### src/rtl/dm_arbiter_if.sv
// Request/response bundle between the two DM requesters (CPU MEM stage, DMA/debug)
// and dm_arbiter. The master modport is the requester side; slave is the arbiter side.
interface dm_arbiter_if #(
    parameter int ADDR_W = 14,
    parameter int DATA_W = 32
);
    logic              cpu_req;
    logic              cpu_web;
    logic [DATA_W-1:0] cpu_bweb;
    logic [ADDR_W-1:0] cpu_addr;
    logic [DATA_W-1:0] cpu_wdata;
    logic              cpu_stall;
    logic [DATA_W-1:0] cpu_rdata;
    logic              cpu_rvalid;

    logic              dma_req;
    logic              dma_web;
    logic [DATA_W-1:0] dma_bweb;
    logic [ADDR_W-1:0] dma_addr;
    logic [DATA_W-1:0] dma_wdata;
    logic              dma_gnt;
    logic [DATA_W-1:0] dma_rdata;
    logic              dma_rvalid;

    modport master (
        output cpu_req, cpu_web, cpu_bweb, cpu_addr, cpu_wdata,
        input  cpu_stall, cpu_rdata, cpu_rvalid,
        output dma_req, dma_web, dma_bweb, dma_addr, dma_wdata,
        input  dma_gnt, dma_rdata, dma_rvalid
    );

    modport slave (
        input  cpu_req, cpu_web, cpu_bweb, cpu_addr, cpu_wdata,
        output cpu_stall, cpu_rdata, cpu_rvalid,
        input  dma_req, dma_web, dma_bweb, dma_addr, dma_wdata,
        output dma_gnt, dma_rdata, dma_rvalid
    );
endinterface

### src/rtl/dm_arbiter.sv
// Two-master arbiter for the single-port DM SRAM: fixed CPU priority, read-return routing.
// Define DM_ARB_STARVE_GUARD_EN to build the DMA starvation guard (forced grant after MAX_WAIT).
module dm_arbiter #(
    parameter int ADDR_W   = 14,
    parameter int DATA_W   = 32,
    parameter int MAX_WAIT = 8
) (
    input  logic              clk,
    input  logic              rst,
    dm_arbiter_if.slave       bus,
    output logic              DM_WEB,
    output logic [DATA_W-1:0] DM_BWEB,
    output logic [ADDR_W-1:0] DM_A,
    output logic [DATA_W-1:0] DM_IN,
    input  logic [DATA_W-1:0] DM_OUT
);

    typedef enum logic [1:0] {
        OWN_IDLE = 2'd0,
        OWN_CPU  = 2'd1,
        OWN_DMA  = 2'd2
    } owner_t;

    owner_t winner;
    logic   force_dma;
    logic   rd_valid;
    logic   rd_dma;

    if (MAX_WAIT < 1 || MAX_WAIT > 255) begin : g_max_wait_range
        $error("dm_arbiter: MAX_WAIT must be in 1..255");
    end

`ifdef DM_ARB_STARVE_GUARD_EN
    localparam int CNT_W = $clog2(MAX_WAIT + 1);
    localparam logic [CNT_W-1:0] MAX_CNT = CNT_W'(MAX_WAIT);

    logic [CNT_W-1:0] wait_cnt;

    assign force_dma = bus.dma_req && (wait_cnt == MAX_CNT);

    // Counts consecutive denied DMA cycles; any grant or dropped request restarts it.
    always_ff @(posedge clk) begin
        if (rst) begin
            wait_cnt <= '0;
        end else if (bus.dma_req && (winner != OWN_DMA)) begin
            if (wait_cnt != MAX_CNT) begin
                wait_cnt <= wait_cnt + 1'b1;
            end
        end else begin
            wait_cnt <= '0;
        end
    end
`else
    assign force_dma = 1'b0;
`endif

    always_comb begin
        winner = OWN_IDLE;
        if (!rst) begin
            if (force_dma) begin
                winner = OWN_DMA;
            end else if (bus.cpu_req) begin
                winner = OWN_CPU;
            end else if (bus.dma_req) begin
                winner = OWN_DMA;
            end
        end
    end

    always_comb begin
        DM_WEB  = 1'b1;
        DM_BWEB = '1;
        DM_A    = '0;
        DM_IN   = '0;
        case (winner)
            OWN_CPU: begin
                DM_WEB  = bus.cpu_web;
                DM_BWEB = bus.cpu_bweb;
                DM_A    = bus.cpu_addr;
                DM_IN   = bus.cpu_wdata;
            end
            OWN_DMA: begin
                DM_WEB  = bus.dma_web;
                DM_BWEB = bus.dma_bweb;
                DM_A    = bus.dma_addr;
                DM_IN   = bus.dma_wdata;
            end
            default: ;
        endcase
    end

    assign bus.dma_gnt = (winner == OWN_DMA);
`ifdef DM_ARB_STARVE_GUARD_EN
    assign bus.cpu_stall = bus.cpu_req && (winner == OWN_DMA);
`else
    assign bus.cpu_stall = 1'b0;
`endif

    // Single-entry tag: who owns the SRAM read data arriving next cycle.
    always_ff @(posedge clk) begin
        if (rst) begin
            rd_valid <= 1'b0;
            rd_dma   <= 1'b0;
        end else begin
            rd_valid <= (winner != OWN_IDLE) && DM_WEB;
            rd_dma   <= (winner == OWN_DMA);
        end
    end

    // Gated by rst so a read granted just before reset never returns.
    assign bus.cpu_rvalid = !rst && rd_valid && !rd_dma;
    assign bus.dma_rvalid = !rst && rd_valid &&  rd_dma;
    assign bus.cpu_rdata  = DM_OUT;
    assign bus.dma_rdata  = DM_OUT;

endmodule

### src/flat_wrapper.sv
// flat-port wrapper written by rule: the top's interface ports become plain ports
module dm_arbiter_flat 
#(
    parameter int ADDR_W   = 14,
    parameter int DATA_W   = 32,
    parameter int MAX_WAIT = 8
)
  (clk, rst, DM_WEB, DM_BWEB, DM_A, DM_IN, DM_OUT, bus_cpu_req, bus_cpu_web, bus_cpu_bweb, bus_cpu_addr, bus_cpu_wdata, bus_cpu_stall, bus_cpu_rdata, bus_cpu_rvalid, bus_dma_req, bus_dma_web, bus_dma_bweb, bus_dma_addr, bus_dma_wdata, bus_dma_gnt, bus_dma_rdata, bus_dma_rvalid);
  dm_arbiter_if #(.ADDR_W(ADDR_W), .DATA_W(DATA_W)) bus_i ();
  input  logic clk;
  input  logic rst;
  output logic DM_WEB;
  output logic [DATA_W-1:0] DM_BWEB;
  output logic [ADDR_W-1:0] DM_A;
  output logic [DATA_W-1:0] DM_IN;
  input  logic [DATA_W-1:0] DM_OUT;
  input wire logic [$bits(bus_i.cpu_req)-1:0] bus_cpu_req;
  input wire logic [$bits(bus_i.cpu_web)-1:0] bus_cpu_web;
  input wire logic [$bits(bus_i.cpu_bweb)-1:0] bus_cpu_bweb;
  input wire logic [$bits(bus_i.cpu_addr)-1:0] bus_cpu_addr;
  input wire logic [$bits(bus_i.cpu_wdata)-1:0] bus_cpu_wdata;
  output wire logic [$bits(bus_i.cpu_stall)-1:0] bus_cpu_stall;
  output wire logic [$bits(bus_i.cpu_rdata)-1:0] bus_cpu_rdata;
  output wire logic [$bits(bus_i.cpu_rvalid)-1:0] bus_cpu_rvalid;
  input wire logic [$bits(bus_i.dma_req)-1:0] bus_dma_req;
  input wire logic [$bits(bus_i.dma_web)-1:0] bus_dma_web;
  input wire logic [$bits(bus_i.dma_bweb)-1:0] bus_dma_bweb;
  input wire logic [$bits(bus_i.dma_addr)-1:0] bus_dma_addr;
  input wire logic [$bits(bus_i.dma_wdata)-1:0] bus_dma_wdata;
  output wire logic [$bits(bus_i.dma_gnt)-1:0] bus_dma_gnt;
  output wire logic [$bits(bus_i.dma_rdata)-1:0] bus_dma_rdata;
  output wire logic [$bits(bus_i.dma_rvalid)-1:0] bus_dma_rvalid;
  assign bus_i.cpu_req = bus_cpu_req;
  assign bus_i.cpu_web = bus_cpu_web;
  assign bus_i.cpu_bweb = bus_cpu_bweb;
  assign bus_i.cpu_addr = bus_cpu_addr;
  assign bus_i.cpu_wdata = bus_cpu_wdata;
  assign bus_cpu_stall = bus_i.cpu_stall;
  assign bus_cpu_rdata = bus_i.cpu_rdata;
  assign bus_cpu_rvalid = bus_i.cpu_rvalid;
  assign bus_i.dma_req = bus_dma_req;
  assign bus_i.dma_web = bus_dma_web;
  assign bus_i.dma_bweb = bus_dma_bweb;
  assign bus_i.dma_addr = bus_dma_addr;
  assign bus_i.dma_wdata = bus_dma_wdata;
  assign bus_dma_gnt = bus_i.dma_gnt;
  assign bus_dma_rdata = bus_i.dma_rdata;
  assign bus_dma_rvalid = bus_i.dma_rvalid;
  dm_arbiter #(.ADDR_W(ADDR_W), .DATA_W(DATA_W), .MAX_WAIT(MAX_WAIT)) u_core (.clk(clk), .rst(rst), .bus(bus_i), .DM_WEB(DM_WEB), .DM_BWEB(DM_BWEB), .DM_A(DM_A), .DM_IN(DM_IN), .DM_OUT(DM_OUT));
endmodule
### config.mk
export PLATFORM = sky130hd
export DESIGN_NAME = dm_arbiter_flat
export DESIGN_NICKNAME = d
export VERILOG_FILES = /design/src/rtl/dm_arbiter_if.sv /design/src/rtl/dm_arbiter.sv /design/src/flat_wrapper.sv
export SDC_FILE = /design/constraint.sdc
export NUM_CORES = 1
export LEC_CHECK = 0
export ABC_CLOCK_PERIOD_IN_PS = 3900
export CAP_MARGIN = 20
export CELL_PAD_IN_SITES_DETAIL_PLACEMENT = 1
export CELL_PAD_IN_SITES_GLOBAL_PLACEMENT = 1
export CORE_AREA = 2 2 131 133
export CTS_CLUSTER_SIZE = 25
export DETAILED_ROUTE_END_ITERATION = 8
export DIE_AREA = 0 0 133 135
export PLACE_DENSITY = 0.83
export REMOVE_ABC_BUFFERS = 1
export SYNTH_ARGS = -nofsm -noshare
export SYNTH_HDL_FRONTEND = slang
export SYNTH_SLANG_ARGS = --single-unit
export TNS_END_PERCENT = 30
### constraint.sdc
create_clock -name clk -period 3.9 [get_ports clk]
set_clock_uncertainty 0.05 [all_clocks]
set_input_delay 0.78 -clock clk [delete_from_list [all_inputs] [get_ports clk]]
set_output_delay 0.78 -clock clk [all_outputs]
set_load 0.005 [all_outputs]
==> run summary <==
highest attainable clock frequency: 0.277 GHz
number of max-slew violations in the final report: 0
P per Cell Area: 148 mW/mm^2
Top FF cell, synth: dfxtp_1
number of synthesis warnings: 0
CTS tree: built
wire length of the first global-routing pass: 17.6 mm
summed instance area of the synthesized netlist: 0.00153 mm^2
number of enable-type register cells in the synthesized netlist: 0
hold buffer count at cts: 0
count of buffer and inverter cells on the critical path: 3
CTS clock-pin slew for the worst setup and hold paths: 30 ps
Die Height: 135 um
endpoints failing setup: 0
Worst setup SP type: primary input
Num Clock Sinks: 2
library cell occupying the most area in the post-synthesis netlist: buf_4
share of flip-flops with an asynchronous set or reset: 0
Worst Setup Slack, final: 296 ps
share of the core filled with cells in the final layout: 0.232
synth unique cells: 19
HPWL after detailed placement: 10.9 mm
result of the run: completed
highest-delay cell along the critical path: clkdlybuf4s50_1
average wire per standard cell: 22.6 um
Final TNS setup: 0 ps
buffers from clock root to sink, at most: 2
number of max-cap violations: 0
required time of the critical path: 3070 ps
delay contributed by the slowest stage of the critical path: 650 ps
DRC violations left: 0
Max VDD drop: 0.000148 V
average vias per placed instance: 4.22
count of buffers from port buffering: 243
kind of cell adding the most delay to the critical path: buffers and inverters
total of cells resized after clock tree synthesis: 0
clock period minus worst slack: 3600 ps
1st-iter DRT viols: 107
post-layout net count: 545
post-route worst hold slack: 1160 ps
total track usage: 0.130
effective utilization at floorplan: 0.0935
number of antenna repair diodes: 0
portion of the clock cycle consumed by the worst path in the final layout: 0.924
clock tree root buffer cell: clkbuf_16
leakage power total: 1.24 nW
layout cell share with drive strength beyond 1: 0.0430
Worst Setup Path Type: in2out
H-Tree Depth: 1
width of the chip: 133 um
clock buffers created by TritonCTS: 3
initial antenna violation count: 0
pin count of the biggest net entering global routing: 36
class of the tightest hold or removal check: in2reg
vias in the first global route: 2550
crit-path cells: clkdlybuf4s50_1 -> nor2b_4 -> buf_12 -> a32o_1 -> clkdlybuf4s50_1
area added between synthesis and finish: 148%
total via count in the routed design: 2400
row count: 47
top post-synthesis cells by area: buf_4, a32o_1, o32a_1
Remaining Overflow, GRT: 0
number of detailed-routing iterations run before antenna repair: 4
total wirelength of the detailed-routed design: 12.9 mm
worst setup path startpoint: bus_cpu_req
core footprint: 0.0164 mm^2
Critical Path Fanout Max: 30
setup repair after global routing missed its margin: false
data arrival time of the critical path: 2770 ps
average instance area after synthesis: 8.34 um^2
die outline area: 0.0180 mm^2
area fraction of the dominant cell type after synthesis: 0.318
antenna violation net count after detailed routing: 0
number of ports placed on the die boundary: 341
Seq/Total Area, Yosys: 0.0261
pre-CTS worst setup slack: 282 ps
kind of capture point of the worst setup path: primary output
final hold violation count: 0
postcts setup bufs: 0
Cells after Synth: 184
most prevalent standard cell on the critical path: clkdlybuf4s50_1
beginning of the worst hold path: bus_cpu_web
final weighted congestion in routability-driven placement: 0.814
synthesized flop and latch total: 2
power breakdown:
part | internal [W] | leakage, nW | total, W | switching, W
Sequential | 0.0000217 | 0.0165 | 0.0000228 | 0.00000109
Clock | 0.000130 | 0.0370 | 0.000151 | 0.0000210
Combinational | 0.000270 | 1.19 | 0.000388 | 0.000119
state kept, by name, summed over array words and instances, names as in the netlist:
signal and cells:
u_core.rd_dma 1, u_core.rd_valid 1
area by class of cell:
type	instances	area, um^2
clock buffers	3	75.1
fillers	1897	12600
inverters	1	3.75
multi-input cells	91	872
flip-flops and latches	2	40.0
well taps	220	275
repair buffers	252	2530
layer usage:
layer	routed length (um)	share of wire	GRT usage
met5	81	0.0063	0.0417
met4	79	0.0061	0.0108
met3	1810	0.14	0.0807
met2	5720	0.45	0.198
met1	5160	0.40	0.159
cells in the mapped netlist, types with 2 or more instances:
library cell / n
buf_2: 15
clkbuf_1: 6
a32o_1: 46
buf_6: 4
nor2_1: 2
dfxtp_1: 2
o32a_1: 33
buf_4: 65
cell usage in the layout (no fill, tap or decap):
master           instances
nand2b_1                 1
nor2b_4                  1
nand2_1                  1
dfxtp_1                  2
buf_4                    6
nor3b_1                  1
a21oi_1                  1
buf_2                    1
nor2_4                   1
a32o_1                  46
buf_12                   3
nor2_1                   2
o32a_1                  33
clkdlybuf4s50_1        242
or2_1                    1
clkinv_1                 1
conb_1                   1
and3b_1                  1
clkbuf_16                3
nand3b_1                 1
per-stage QoR:
| step | std cells | instance area [um^2] | total power, W |
|---|---|---|---|
| after floorplan | 94 | 903 | 0.000104 |
| after global placement | 566 | 3720 | 0.000402 |
| after detailed placement | 566 | 3720 | 0.000413 |
| after CTS | 569 | 3800 | 0.000569 |
| after global routing | 569 | 3800 | 0.000594 |
| final | 569 | 3800 | 0.000562 |
final timing paths:
check | cells after the start | slack, ps | to
worst max-delay path | 5 | 300 | DM_IN[3]
worst min-delay path | 2 | 1160 | u_core.rd_valid
kinds of logic after synthesis:
| kind of cell | Yosys count | share of synthesized area |
|---|---|---|
| other | 1 | 0.00244 |
| flip-flops | 2 | 0.0261 |
| AND/OR/NAND/NOR | 10 | 0.0392 |
| buffers and inverters | 91 | 0.414 |
| AO/OA/AOI/OAI | 80 | 0.519 |
(Power assumes the default switching activity.)
